## config.mk

```make
export PLATFORM = sky130hd
export DESIGN_NAME = qpu_event_timer
export DESIGN_NICKNAME = d
export VERILOG_FILES = /design/src/rtl/qpu_event_timer_pkg.sv /design/src/rtl/qpu_event_fifo.sv /design/src/rtl/qpu_event_timer.sv
export SDC_FILE = /design/constraint.sdc
export NUM_CORES = 1
export LEC_CHECK = 0
export BUFFER_PORTS_ARGS = -buffer_cell sky130_fd_sc_hd__buf_2
export CELL_PAD_IN_SITES_DETAIL_PLACEMENT = 1
export CELL_PAD_IN_SITES_GLOBAL_PLACEMENT = 2
export CORE_MARGIN = 2
export CORE_UTILIZATION = 30
export CTS_CLUSTER_DIAMETER = 200
export DETAILED_ROUTE_END_ITERATION = 8
export PLACE_DENSITY = 0.59
export RECOVER_POWER = 100
export SLEW_MARGIN = 20
export SYNTH_ARGS = -nofsm -noshare
export SYNTH_HDL_FRONTEND = slang
export SYNTH_SLANG_ARGS = --single-unit
```

## constraint.sdc

```tcl
create_clock -name clk -period 6.2 [get_ports clk]
set_clock_uncertainty 0.2 [all_clocks]
set_input_delay 1.86 -clock clk [delete_from_list [all_inputs] [get_ports clk]]
set_output_delay 1.86 -clock clk [all_outputs]
set_load 0.005 [all_outputs]
```

## src/rtl/qpu_event_timer_pkg.sv

```systemverilog
// Shared constants and helpers for the QPU event timer (trigger consumer side).
// Slice layout per channel: {timestamp, codeword}, codeword in the low bits.
package qpu_event_timer_pkg;

  localparam int QPU_TIME_WIDTH       = 32;
  localparam int QPU_EVENT_NUM        = 4;
  localparam int QPU_CW_WIDTH         = 8;
  localparam int QPU_EVENT_WIRE_WIDTH = QPU_EVENT_NUM * (QPU_TIME_WIDTH + QPU_CW_WIDTH);

  localparam int CW_MSB = QPU_CW_WIDTH - 1;
  localparam int TS_LSB = QPU_CW_WIDTH;

  // A head is late when (ts - now) mod 2^time_w has its MSB set.
  function automatic logic ts_is_late(input logic [63:0] slack, input int unsigned time_w);
    return slack[time_w-1];
  endfunction

endpackage

```

## src/rtl/qpu_event_fifo.sv

```systemverilog
// Per-channel event FIFO: registered pointers, head is combinational from storage.
// A push on a full FIFO is accepted only when a pop frees a slot in the same cycle.
module qpu_event_fifo #(
  parameter int W     = 40,
  parameter int DEPTH = 4
) (
  input  logic         clk,
  input  logic         rst_n,
  input  logic         push,
  input  logic [W-1:0] push_data,
  input  logic         pop,
  output logic [W-1:0] head,
  output logic         full,
  output logic         empty
);

  localparam int AW = $clog2(DEPTH);

  logic [W-1:0] mem [DEPTH];
  logic [AW:0]  wr_ptr;
  logic [AW:0]  rd_ptr;
  logic         do_push;
  logic         do_pop;

  // Extra pointer MSB distinguishes full from empty.
  assign empty   = (wr_ptr == rd_ptr);
  assign full    = (wr_ptr[AW] != rd_ptr[AW]) && (wr_ptr[AW-1:0] == rd_ptr[AW-1:0]);
  assign do_pop  = pop && !empty;
  assign do_push = push && (!full || do_pop);
  assign head    = mem[rd_ptr[AW-1:0]];

  always_ff @(posedge clk or negedge rst_n) begin
    if (!rst_n) begin
      wr_ptr <= '0;
      rd_ptr <= '0;
    end else begin
      if (do_push) wr_ptr <= wr_ptr + (AW+1)'(1);
      if (do_pop)  rd_ptr <= rd_ptr + (AW+1)'(1);
    end
  end

  always_ff @(posedge clk) begin
    if (do_push) mem[wr_ptr[AW-1:0]] <= push_data;
  end

endmodule

```

## src/rtl/qpu_event_timer.sv

```systemverilog
// Global time counter plus per-channel timed event release; strobes one cycle after the match.
// Optional QPU_EVT_LATE_FIRE_EN: late heads fire instead of being dropped silently.
module qpu_event_timer
  import qpu_event_timer_pkg::*;
#(
  parameter int TIME_W    = QPU_TIME_WIDTH,
  parameter int EVENT_NUM = QPU_EVENT_NUM,
  parameter int CW_W      = QPU_CW_WIDTH,
  parameter int DEPTH     = 4
) (
  input  logic                               clk,
  input  logic                               rst_n,
  input  logic                               clk_ena,
  output logic [TIME_W-1:0]                  time_o,
  input  logic [EVENT_NUM-1:0]               evt_i_valid,
  input  logic [EVENT_NUM*(TIME_W+CW_W)-1:0] evt_i_data,
  output logic [EVENT_NUM-1:0]               evt_o_strobe,
  output logic [EVENT_NUM*CW_W-1:0]          evt_o_codeword,
  output logic [EVENT_NUM-1:0]               ovf_err,
  output logic [EVENT_NUM-1:0]               late_err,
  input  logic                               err_clr,
  output logic                               busy
);

  localparam int SLICE_W = TIME_W + CW_W;

  logic [TIME_W-1:0]    time_q;
  logic [EVENT_NUM-1:0] nonempty;
  logic [EVENT_NUM-1:0] late;
  logic [EVENT_NUM-1:0] emit;
  logic [EVENT_NUM-1:0] ovf;
  logic [CW_W-1:0]      head_cw [EVENT_NUM];

  always_ff @(posedge clk or negedge rst_n) begin
    if (!rst_n)       time_q <= '0;
    else if (clk_ena) time_q <= time_q + TIME_W'(1);
  end

  assign time_o = time_q;

  for (genvar i = 0; i < EVENT_NUM; i++) begin : g_ch
    logic [SLICE_W-1:0] head;
    logic [TIME_W-1:0]  head_ts;
    logic [TIME_W-1:0]  slack;
    logic               empty;
    logic               full;
    logic               match;
    logic               pop;

    qpu_event_fifo #(.W(SLICE_W), .DEPTH(DEPTH)) u_fifo (
      .clk       (clk),
      .rst_n     (rst_n),
      .push      (evt_i_valid[i]),
      .push_data (evt_i_data[i*SLICE_W +: SLICE_W]),
      .pop       (pop),
      .head      (head),
      .full      (full),
      .empty     (empty)
    );

    assign head_ts    = head[SLICE_W-1:CW_W];
    assign head_cw[i] = head[CW_W-1:0];
    assign slack      = head_ts - time_q;
    assign match      = !empty && (head_ts == time_q);
    assign late[i]    = !empty && ts_is_late(64'(slack), TIME_W);
    assign pop        = match || late[i];
    assign nonempty[i] = !empty;
    // The pop frees the slot first, so a full FIFO that fires still takes the push.
    assign ovf[i]     = evt_i_valid[i] && full && !pop;
`ifdef QPU_EVT_LATE_FIRE_EN
    assign emit[i]    = pop;
`else
    assign emit[i]    = match;
`endif
  end

  assign busy = |nonempty;

  always_ff @(posedge clk or negedge rst_n) begin
    if (!rst_n) begin
      evt_o_strobe   <= '0;
      evt_o_codeword <= '0;
      ovf_err        <= '0;
      late_err       <= '0;
    end else begin
      evt_o_strobe <= emit;
      for (int i = 0; i < EVENT_NUM; i++) begin
        if (emit[i]) evt_o_codeword[i*CW_W +: CW_W] <= head_cw[i];
      end
      // Set has priority over clear.
      if (err_clr) begin
        ovf_err  <= ovf;
        late_err <= late;
      end else begin
        ovf_err  <= ovf_err | ovf;
        late_err <= late_err | late;
      end
    end
  end

endmodule

```

==> metrics.txt, run 1 <==
# TYPE chip_impl_metric gauge
chip_impl_metric{name="numCtsBuffers",unit=""} 84
chip_impl_metric{name="min_period_over_period",unit="%"} 88.2
chip_impl_metric{name="rows",unit=""} 117
chip_impl_info{name="dominantRegCellSynth",value="sky130_fd_sc_hd__edfxtp_1"} 1
chip_impl_metric{name="setup_total_negative_slack",unit="ns"} 0
chip_impl_metric{name="synth.yosys.seq_area_share",unit="%"} 70.3
chip_impl_metric{name="synth-edff-count",unit=""} 640
chip_impl_metric{name="post_drt_wl_per_cell",unit="µm"} 25.2
chip_impl_metric{name="vias_per_cell",unit=""} 4.85
chip_impl_metric{name="grt.total_usage",unit="%"} 16.5
chip_impl_info{name="timing.critical_path.cells",value="mux4_2 -> ha_1 -> nand4_1 -> nor3_1 -> o31ai_1 -> a21o_1 -> a221oi_1 -> o21ai_0 -> nor2_4 -> buf_4"} 1
chip_impl_metric{name="initial_utilization",unit="%"} 30.3
chip_impl_metric{name="h-tree-depth",unit=""} 3
chip_impl_metric{name="largest_fanout_of_any_net_on_the_critical_path",unit=""} 43
chip_impl_metric{name="post_detailed_route_count_of_antenna_violating_nets",unit=""} 0
chip_impl_metric{name="clk_pin_slew",unit="ns"} 0.06
chip_impl_metric{name="final_global_route_overflow_total",unit=""} 0
chip_impl_info{name="run_status",value="complete, no violations"} 1
chip_impl_metric{name="dr.pass1.iters",unit=""} 4
chip_impl_metric{name="critical-path-max-stage-delay",unit="ns"} 0.88
chip_impl_metric{name="pre_cts_ws",unit="ns"} 1.10
chip_impl_metric{name="timing_hold_violations_final",unit=""} 0
chip_impl_metric{name="share_of_flip_flops_with_an_asynchronous_set_or_reset",unit="%"} 13.5
chip_impl_metric{name="postCtsSetupRepairBufs",unit=""} 0
chip_impl_metric{name="final-instance-count-excl-fill",unit=""} 3428
chip_impl_metric{name="remaining_drc_errors",unit=""} 0
chip_impl_metric{name="pwr_dens",unit="nW/µm²"} 482
chip_impl_metric{name="pin_count_of_the_biggest_net_entering_global_routing",unit=""} 56
chip_impl_metric{name="placed_cells",unit=""} 3274
chip_impl_metric{name="cp_data_required_time",unit="ns"} 6.33
chip_impl_metric{name="vdd.ir_drop.worst",unit="mV"} 0.215
chip_impl_info{name="critPathLaunchType",value="flop"} 1
chip_impl_info{name="tritoncts",value="built"} 1
chip_impl_metric{name="numClockSinks",unit=""} 740
chip_impl_metric{name="final.min_clock_period",unit="ns"} 5.47
chip_impl_metric{name="routed_wirelength",unit="µm"} 86500
chip_impl_metric{name="die_h",unit="µm"} 325
chip_impl_metric{name="numnets_final",unit=""} 2305
chip_impl_metric{name="die-width",unit="µm"} 325
chip_impl_metric{name="synthesis.instances",unit=""} 1669
chip_impl_metric{name="post_cts_hold_buffer_count",unit=""} 0
chip_impl_metric{name="clk_path_buf_depth",unit=""} 3
chip_impl_info{name="clock-root-buffer",value="sky130_fd_sc_hd__clkbuf_16"} 1
chip_impl_metric{name="grt_antenna_before_repair",unit=""} 13
chip_impl_metric{name="fmax",unit="MHz"} 183
chip_impl_metric{name="yosysWarningCount",unit=""} 0
chip_impl_metric{name="cap_violations",unit=""} 0
chip_impl_metric{name="post-layout-total-power",unit="mW"} 17.6
chip_impl_info{name="grt_setup_unrepaired",value="no"} 1
chip_impl_metric{name="per_instance_average_area_after_synthesis",unit="µm²"} 18.5
chip_impl_metric{name="synth.lib_cells_used.distinct",unit=""} 76
chip_impl_metric{name="placer_congestion",unit=""} 0.753
chip_impl_info{name="slowest_stage",value="sky130_fd_sc_hd__dfrtp_4"} 1
chip_impl_metric{name="fp.dieArea",unit="µm²"} 106000
chip_impl_info{name="worst_setup_ep_type",value="flop"} 1
chip_impl_metric{name="cp_data_arrival_time",unit="ns"} 5.60
chip_impl_metric{name="detail_route.iter0.violations",unit=""} 1068
chip_impl_metric{name="synth.cell_area",unit="µm²"} 30900
chip_impl_metric{name="count_of_boundary_i_o_pins",unit=""} 245
chip_impl_metric{name="finalSetupViolCount",unit=""} 0
chip_impl_metric{name="port_buffers",unit=""} 244
chip_impl_metric{name="post_cts.resized_instances",unit=""} 0
chip_impl_metric{name="fraction_of_layout_cells_with_a_size_suffix_above_1",unit="%"} 19.9
chip_impl_metric{name="timing.max_slew.rel_slack",unit="%"} 11.3
chip_impl_metric{name="worstMarginPinSlew",unit="ns"} 1.32
chip_impl_info{name="timing_worst_setup_path_type",value="reg -> reg"} 1
chip_impl_metric{name="mappedNetlistNets",unit=""} 1982
chip_impl_metric{name="synth_seq_cells",unit=""} 740
chip_impl_metric{name="leakage",unit="nW"} 12.5
chip_impl_metric{name="wire_length_of_the_first_global_routing_pass",unit="µm"} 126000
chip_impl_info{name="worst_hold_path_type",value="reg -> reg"} 1
chip_impl_metric{name="placeableCoreArea",unit="µm²"} 102000
chip_impl_metric{name="first_global_vias",unit=""} 18316
chip_impl_metric{name="layout_setup_ws",unit="ns"} 0.731
chip_impl_metric{name="maxSlewViolCount",unit=""} 0
chip_impl_metric{name="dp_hpwl",unit="µm"} 58400
chip_impl_metric{name="vias",unit=""} 16639
chip_impl_metric{name="diodes",unit=""} 0
chip_impl_metric{name="areaGrowthSynthToFinish",unit="%"} 18.3
chip_impl_metric{name="worst_skew_late_latency",unit="ns"} 0.64
==> metal layers <==
metal,GRT usage (%),share of wire [%],routed length (µm)
met1,21.6,44,37900
met2,27.2,48,41900
met3,3.66,5.2,4510
met4,5.00,2.5,2170
met5,0,0.097,84
==> state kept, by name, summed over array words and instances (netlist names) <==
name,flops
evt_o_codeword,32
evt_o_strobe,4
g_ch.u_fifo.mem,640
g_ch.u_fifo.rd_ptr,12
g_ch.u_fifo.wr_ptr,12
late_err,4
ovf_err,4
time_o,32
==> critical path, delay by kind of cell (launching register included) <==
family                     cells  cell delay [ns]
and+or+nand+nor                3             1.35
muxes                          1             0.45
DFF                            1             0.88
AOI/OAI and AO/OA              4             1.56
buffers and inverters          1             0.35
adders and majority gates      1             0.35
==> worst paths after layout <==
kind / startpoint / to / slack (ns) / cells after the start
max: g_ch[2].u_fifo.rd_ptr[1] / g_ch[2].u_fifo.mem[0][34] / 0.73 / 10
min: evt_o_codeword[17] / evt_o_codeword[17] / 0.27 / 2
max reg2reg: g_ch[2].u_fifo.rd_ptr[1] / g_ch[2].u_fifo.mem[0][34] / 0.73 / 10
min reg2reg: evt_o_codeword[17] / evt_o_codeword[17] / 0.27 / 2
max in group asynchronous: rst_n / g_ch[2].u_fifo.rd_ptr[1] / 3.42 / 2
min in group asynchronous: rst_n / evt_o_codeword[11] / 1.07 / 1
==> synthesized netlist by cell type (4+ instances only) <==
library cell / count / share of area [%]
sky130_fd_sc_hd__a221oi_1: 7 / 0.20
sky130_fd_sc_hd__ha_1: 145 / 5.9
sky130_fd_sc_hd__mux2_1: 4 / 0.15
sky130_fd_sc_hd__o211ai_1: 6 / 0.15
sky130_fd_sc_hd__nand2_1: 84 / 1.0
sky130_fd_sc_hd__o31ai_1: 4 / 0.097
sky130_fd_sc_hd__nand4_1: 30 / 0.61
sky130_fd_sc_hd__nand3b_1: 7 / 0.17
sky130_fd_sc_hd__a32o_1: 4 / 0.13
sky130_fd_sc_hd__a21o_1: 5 / 0.12
sky130_fd_sc_hd__a31oi_1: 4 / 0.081
sky130_fd_sc_hd__xnor2_1: 49 / 1.4
sky130_fd_sc_hd__nor2_1: 41 / 0.50
sky130_fd_sc_hd__mux4_2: 159 / 12
sky130_fd_sc_hd__a211oi_1: 7 / 0.17
sky130_fd_sc_hd__o21ai_0: 27 / 0.44
sky130_fd_sc_hd__and4_1: 5 / 0.14
sky130_fd_sc_hd__nor4_1: 9 / 0.18
sky130_fd_sc_hd__inv_1: 63 / 0.77
sky130_fd_sc_hd__clkbuf_1: 18 / 0.22
sky130_fd_sc_hd__xor2_1: 13 / 0.37
sky130_fd_sc_hd__a21oi_1: 53 / 0.86
sky130_fd_sc_hd__mux2_2: 25 / 0.91
sky130_fd_sc_hd__buf_2: 16 / 0.26
sky130_fd_sc_hd__nor3_1: 21 / 0.34
sky130_fd_sc_hd__buf_1: 6 / 0.073
sky130_fd_sc_hd__nand3_1: 37 / 0.60
sky130_fd_sc_hd__and2_1: 6 / 0.12
sky130_fd_sc_hd__edfxtp_1: 640 / 62
sky130_fd_sc_hd__dfrtp_1: 100 / 8.1
sky130_fd_sc_hd__or3_1: 6 / 0.12
==> metrics by stage <==
step	cell area, µm²	hold slack [ns]	util [%]
2_1_floorplan	30900	0.260	-
3_3_place_gp	34200	0.254	33.5
3_5_place_dp	34200	0.258	33.5
4_1_cts	36900	0.273	36.2
5_1_grt	36600	0.294	35.8
6_report	36600	0.270	35.8
==> layout make-up <==
cell class,count,area (µm²)
Clock buffer,108,2280
Clock inverter,46,464
Fill cell,10243,65500
Inverter,63,236
Multi-Input combinational cell,822,8770
Sequential cell,740,21700
Tap cell,1368,1710
Timing Repair Buffer,281,1360
==> cell families (layout without fill, tap and decap cells) <==
kind of cell | count (synthesis) | count (layout) | synth area share, %
flops | 740 | 740 | 70.3
fa+ha+maj | 145 | 145 | 5.87
mux | 191 | 191 | 12.8
simple gates | 268 | 268 | 4.37
compound gates | 153 | 153 | 3.40
xor+xnor | 65 | 65 | 1.91
buf+inv | 107 | 498 | 1.42
==> layout by cell type, fill, tap and decap left out, types with 34 or more instances in the layout <==
cell | synthesis | layout
sky130_fd_sc_hd__a21oi_1 | 53 | 53
sky130_fd_sc_hd__buf_2 | 16 | 34
sky130_fd_sc_hd__clkbuf_1 | 18 | 230
sky130_fd_sc_hd__clkbuf_16 | 0 | 87
sky130_fd_sc_hd__dfrtp_1 | 100 | 93
sky130_fd_sc_hd__edfxtp_1 | 640 | 640
sky130_fd_sc_hd__ha_1 | 145 | 145
sky130_fd_sc_hd__inv_1 | 63 | 63
sky130_fd_sc_hd__mux4_2 | 159 | 159
sky130_fd_sc_hd__nand2_1 | 84 | 85
sky130_fd_sc_hd__nand3_1 | 37 | 37
sky130_fd_sc_hd__nor2_1 | 41 | 36
sky130_fd_sc_hd__xnor2_1 | 49 | 49
==> report_power, final <==
part | internal [mW] | total [mW] | switching [mW]
registers | 6.60 | 7.19 | 0.589
logic | 2.38 | 5.46 | 3.08
clock network | 2.97 | 4.99 | 2.02
total | 11.9 | 17.6 | 5.69
(Power assumes the default switching activity.)
==> run 2: changes to the inputs <==
--- a/config.mk
+++ b/config.mk
@@ -5,14 +5,13 @@
 export SDC_FILE = /design/constraint.sdc
 export NUM_CORES = 1
 export LEC_CHECK = 0
-export BUFFER_PORTS_ARGS = -buffer_cell sky130_fd_sc_hd__buf_2
 export CELL_PAD_IN_SITES_DETAIL_PLACEMENT = 1
 export CELL_PAD_IN_SITES_GLOBAL_PLACEMENT = 2
-export CORE_MARGIN = 2
 export CORE_UTILIZATION = 30
 export CTS_CLUSTER_DIAMETER = 200
 export DETAILED_ROUTE_END_ITERATION = 8
-export PLACE_DENSITY = 0.59
+export DONT_BUFFER_PORTS = 1
+export PLACE_DENSITY = 0.57
 export RECOVER_POWER = 100
 export SLEW_MARGIN = 20
 export SYNTH_ARGS = -nofsm -noshare
==> metrics.txt, run 2 (synthesis results as in run 1) <==
# TYPE chip_impl_metric gauge
chip_impl_metric{name="first_global_vias",unit=""} 17099
chip_impl_info{name="most_used_cells_in_the_layout_excluding_fill_and_tap_cells",value="sky130_fd_sc_hd__edfxtp_1 (640), sky130_fd_sc_hd__mux4_2 (159), sky130_fd_sc_hd__ha_1 (145)"} 1
chip_impl_info{name="violations",value="max-capacitance violations, max-slew violations"} 1
chip_impl_metric{name="critical-path-max-stage-delay",unit="ns"} 1.23
chip_impl_metric{name="final_global_route_overflow_total",unit=""} 0
chip_impl_metric{name="areaGrowthSynthToFinish",unit="%"} 15.7
chip_impl_metric{name="post_drt_wl_per_cell",unit="µm"} 26.6
chip_impl_metric{name="final.min_clock_period",unit="ns"} 5.54
chip_impl_info{name="regToRegStartpoint",value="g_ch[1].u_fifo.rd_ptr[0]"} 1
chip_impl_metric{name="die_h",unit="µm"} 323
chip_impl_metric{name="pin_count_of_the_biggest_net_entering_global_routing",unit=""} 101
chip_impl_metric{name="leakage",unit="nW"} 12.2
chip_impl_metric{name="worst_skew_late_latency",unit="ns"} 0.66
chip_impl_metric{name="finalSetupViolCount",unit=""} 0
chip_impl_info{name="startpoint",value="g_ch[3].u_fifo.rd_ptr[1]"} 1
chip_impl_metric{name="fp.dieArea",unit="µm²"} 104000
chip_impl_info{name="gr-max-usage-layer",value="met2"} 1
chip_impl_metric{name="rows",unit=""} 117
chip_impl_metric{name="maxSlewViolCount",unit=""} 42
chip_impl_metric{name="grt.total_usage",unit="%"} 16.5
chip_impl_metric{name="cp_data_arrival_time",unit="ns"} 3.48
chip_impl_metric{name="post_detailed_route_count_of_antenna_violating_nets",unit=""} 0
chip_impl_metric{name="timing_hold_violations_final",unit=""} 0
chip_impl_metric{name="post_cts_hold_buffer_count",unit=""} 0
chip_impl_metric{name="count_of_boundary_i_o_pins",unit=""} 245
chip_impl_metric{name="grtUsageMet3",unit="%"} 5.70
chip_impl_metric{name="clk_path_buf_depth",unit=""} 3
chip_impl_info{name="clock-root-buffer",value="sky130_fd_sc_hd__clkbuf_16"} 1
chip_impl_info{name="run_status",value="finished with violations"} 1
chip_impl_metric{name="die-width",unit="µm"} 323
chip_impl_metric{name="largest_fanout_of_any_net_on_the_critical_path",unit=""} 27
chip_impl_metric{name="placer_congestion",unit=""} 0.741
chip_impl_metric{name="port_buffers",unit=""} 0
chip_impl_metric{name="clk_pin_slew",unit="ns"} 0.05
chip_impl_info{name="timing_worst_setup_path_type",value="reg -> out"} 1
chip_impl_info{name="worst_hold_path_type",value="reg -> reg"} 1
chip_impl_metric{name="h-tree-depth",unit=""} 3
chip_impl_metric{name="vdd.ir_drop.worst",unit="mV"} 0.255
chip_impl_info{name="critPathLaunchType",value="flop"} 1
chip_impl_metric{name="timing.max_slew.rel_slack",unit="%"} -13.3
chip_impl_metric{name="placeableCoreArea",unit="µm²"} 102000
chip_impl_metric{name="worstMarginPinSlew",unit="ns"} 1.70
chip_impl_metric{name="vias_per_cell",unit=""} 4.88
chip_impl_metric{name="numCtsBuffers",unit=""} 86
chip_impl_metric{name="postCtsSetupRepairBufs",unit=""} 0
chip_impl_info{name="slowest_stage",value="sky130_fd_sc_hd__dfrtp_1"} 1
chip_impl_metric{name="detail_route.iter0.violations",unit=""} 778
chip_impl_metric{name="numClockSinks",unit=""} 740
chip_impl_metric{name="final_area",unit="µm²"} 35800
chip_impl_metric{name="fraction_of_layout_cells_with_a_size_suffix_above_1",unit="%"} 20.4
chip_impl_info{name="layout.cells.most_common",value="sky130_fd_sc_hd__edfxtp_1"} 1
chip_impl_metric{name="dp_hpwl",unit="µm"} 56600
chip_impl_metric{name="globalRouteMet1Util",unit="%"} 20.6
chip_impl_metric{name="wire_length_of_the_first_global_routing_pass",unit="µm"} 121000
chip_impl_info{name="timing.critical_path.cells",value="buf_4 -> xnor2_1 -> nand2_1 -> nor2_1 -> nand4_1"} 1
chip_impl_metric{name="grt_antenna_before_repair",unit=""} 10
chip_impl_info{name="tritoncts",value="built"} 1
chip_impl_metric{name="vias",unit=""} 15569
chip_impl_metric{name="min_period_over_period",unit="%"} 89.4
chip_impl_metric{name="placement_cell_area",unit="µm²"} 32900
chip_impl_metric{name="grt_util_met2",unit="%"} 26.6
chip_impl_info{name="grt_setup_unrepaired",value="no"} 1
chip_impl_metric{name="dr.pass1.iters",unit=""} 4
chip_impl_metric{name="cp_data_required_time",unit="ns"} 4.14
chip_impl_metric{name="pwr_dens",unit="nW/µm²"} 496
chip_impl_metric{name="fmax",unit="MHz"} 180
chip_impl_metric{name="setup_total_negative_slack",unit="ns"} 0
chip_impl_metric{name="max_reg_flops",unit=""} 640
chip_impl_info{name="endpoint_of_the_worst_slack_reg_to_reg_timing_path",value="g_ch[1].u_fifo.mem[1][30]"} 1
chip_impl_metric{name="numnets_final",unit=""} 2063
chip_impl_metric{name="initial_utilization",unit="%"} 30.3
chip_impl_metric{name="regToRegSetupSlack",unit="ns"} 0.68
chip_impl_info{name="critPathCapture",value="busy"} 1
chip_impl_metric{name="rr_worst_depth",unit=""} 11
chip_impl_metric{name="cap_violations",unit=""} 2
chip_impl_metric{name="post_cts.resized_instances",unit=""} 0
chip_impl_metric{name="routed_wirelength",unit="µm"} 85000
chip_impl_info{name="worst_setup_ep_type",value="primary output"} 1
chip_impl_metric{name="remaining_drc_errors",unit=""} 0
-- run 2: cell types whose count changed in the layout (fill, tap and decap cells not counted), sizes merged --
| cell | delta |
|---|---|
| buf | -36 |
| bufinv | +2 |
| clkbuf | -195 |
| clkinv | -9 |
| diode | +2 |
| inv | +1 |
-- run 2: routing by layer --
metal | vias to the layer above | share of wire, %
li1 | 6897 | -
met1 | 8210 | 42
met4 | 4 | 2.7
met5 | - | 0.032
met2 | 349 | 47
met3 | 109 | 7.8
-- run 2: worst min-delay path by stage --
stage,startpoint,endpoint,depth (start not counted)
floorplan,g_ch[2].u_fifo.wr_ptr[2],g_ch[2].u_fifo.wr_ptr[2],1
global placement,time_o[0],time_o[0],1
detailed placement,time_o[0],time_o[0],1
CTS,time_o[0],time_o[0],1
global route,time_o[0],time_o[0],1
finish,time_o[0],time_o[0],1
-- run 2: report_power, final --
| part | switching (mW) | internal, mW | leakage, nW |
|---|---|---|---|
| Sequential | 0.559 | 6.60 | 7.13 |
| Clock | 2.05 | 3.16 | 1.41 |
| Combinational | 3.01 | 2.34 | 3.64 |
| Total | 5.63 | 12.1 | 12.2 |
-- run 2: critical path: cells and delay by family, from the launching register on --
kind / cells / cell delay, ns
flops: 1 / 1.23
simple gates: 3 / 0.87
buf+inv: 1 / 0.50
xor+xnor: 1 / 0.19
-- run 2: layout make-up --
cell class / instances / area (µm²)
well taps: 1368 / 1710
flip-flops and latches: 740 / 21700
diodes: 2 / 5.00
inverters: 63 / 236
clock inverters: 40 / 543
clock buffers: 121 / 2380
multi-input cells: 822 / 8750
repair buffers: 37 / 395
fillers: 10125 / 66100
-- run 2: through the flow --
stage	hold WS (ns)	util (%)	worst slack (ns)	std cells	power, mW
finish	0.265	35.1	0.659	3193	17.7
global route	0.303	35.1	0.327	3191	18.8
CTS	0.271	35.2	0.691	3191	18.2
detailed placement	0.260	32.3	1.09	3030	12.8
global placement	0.256	32.3	1.24	3030	12.7
floorplan	0.260	-	0.559	1669	10.9
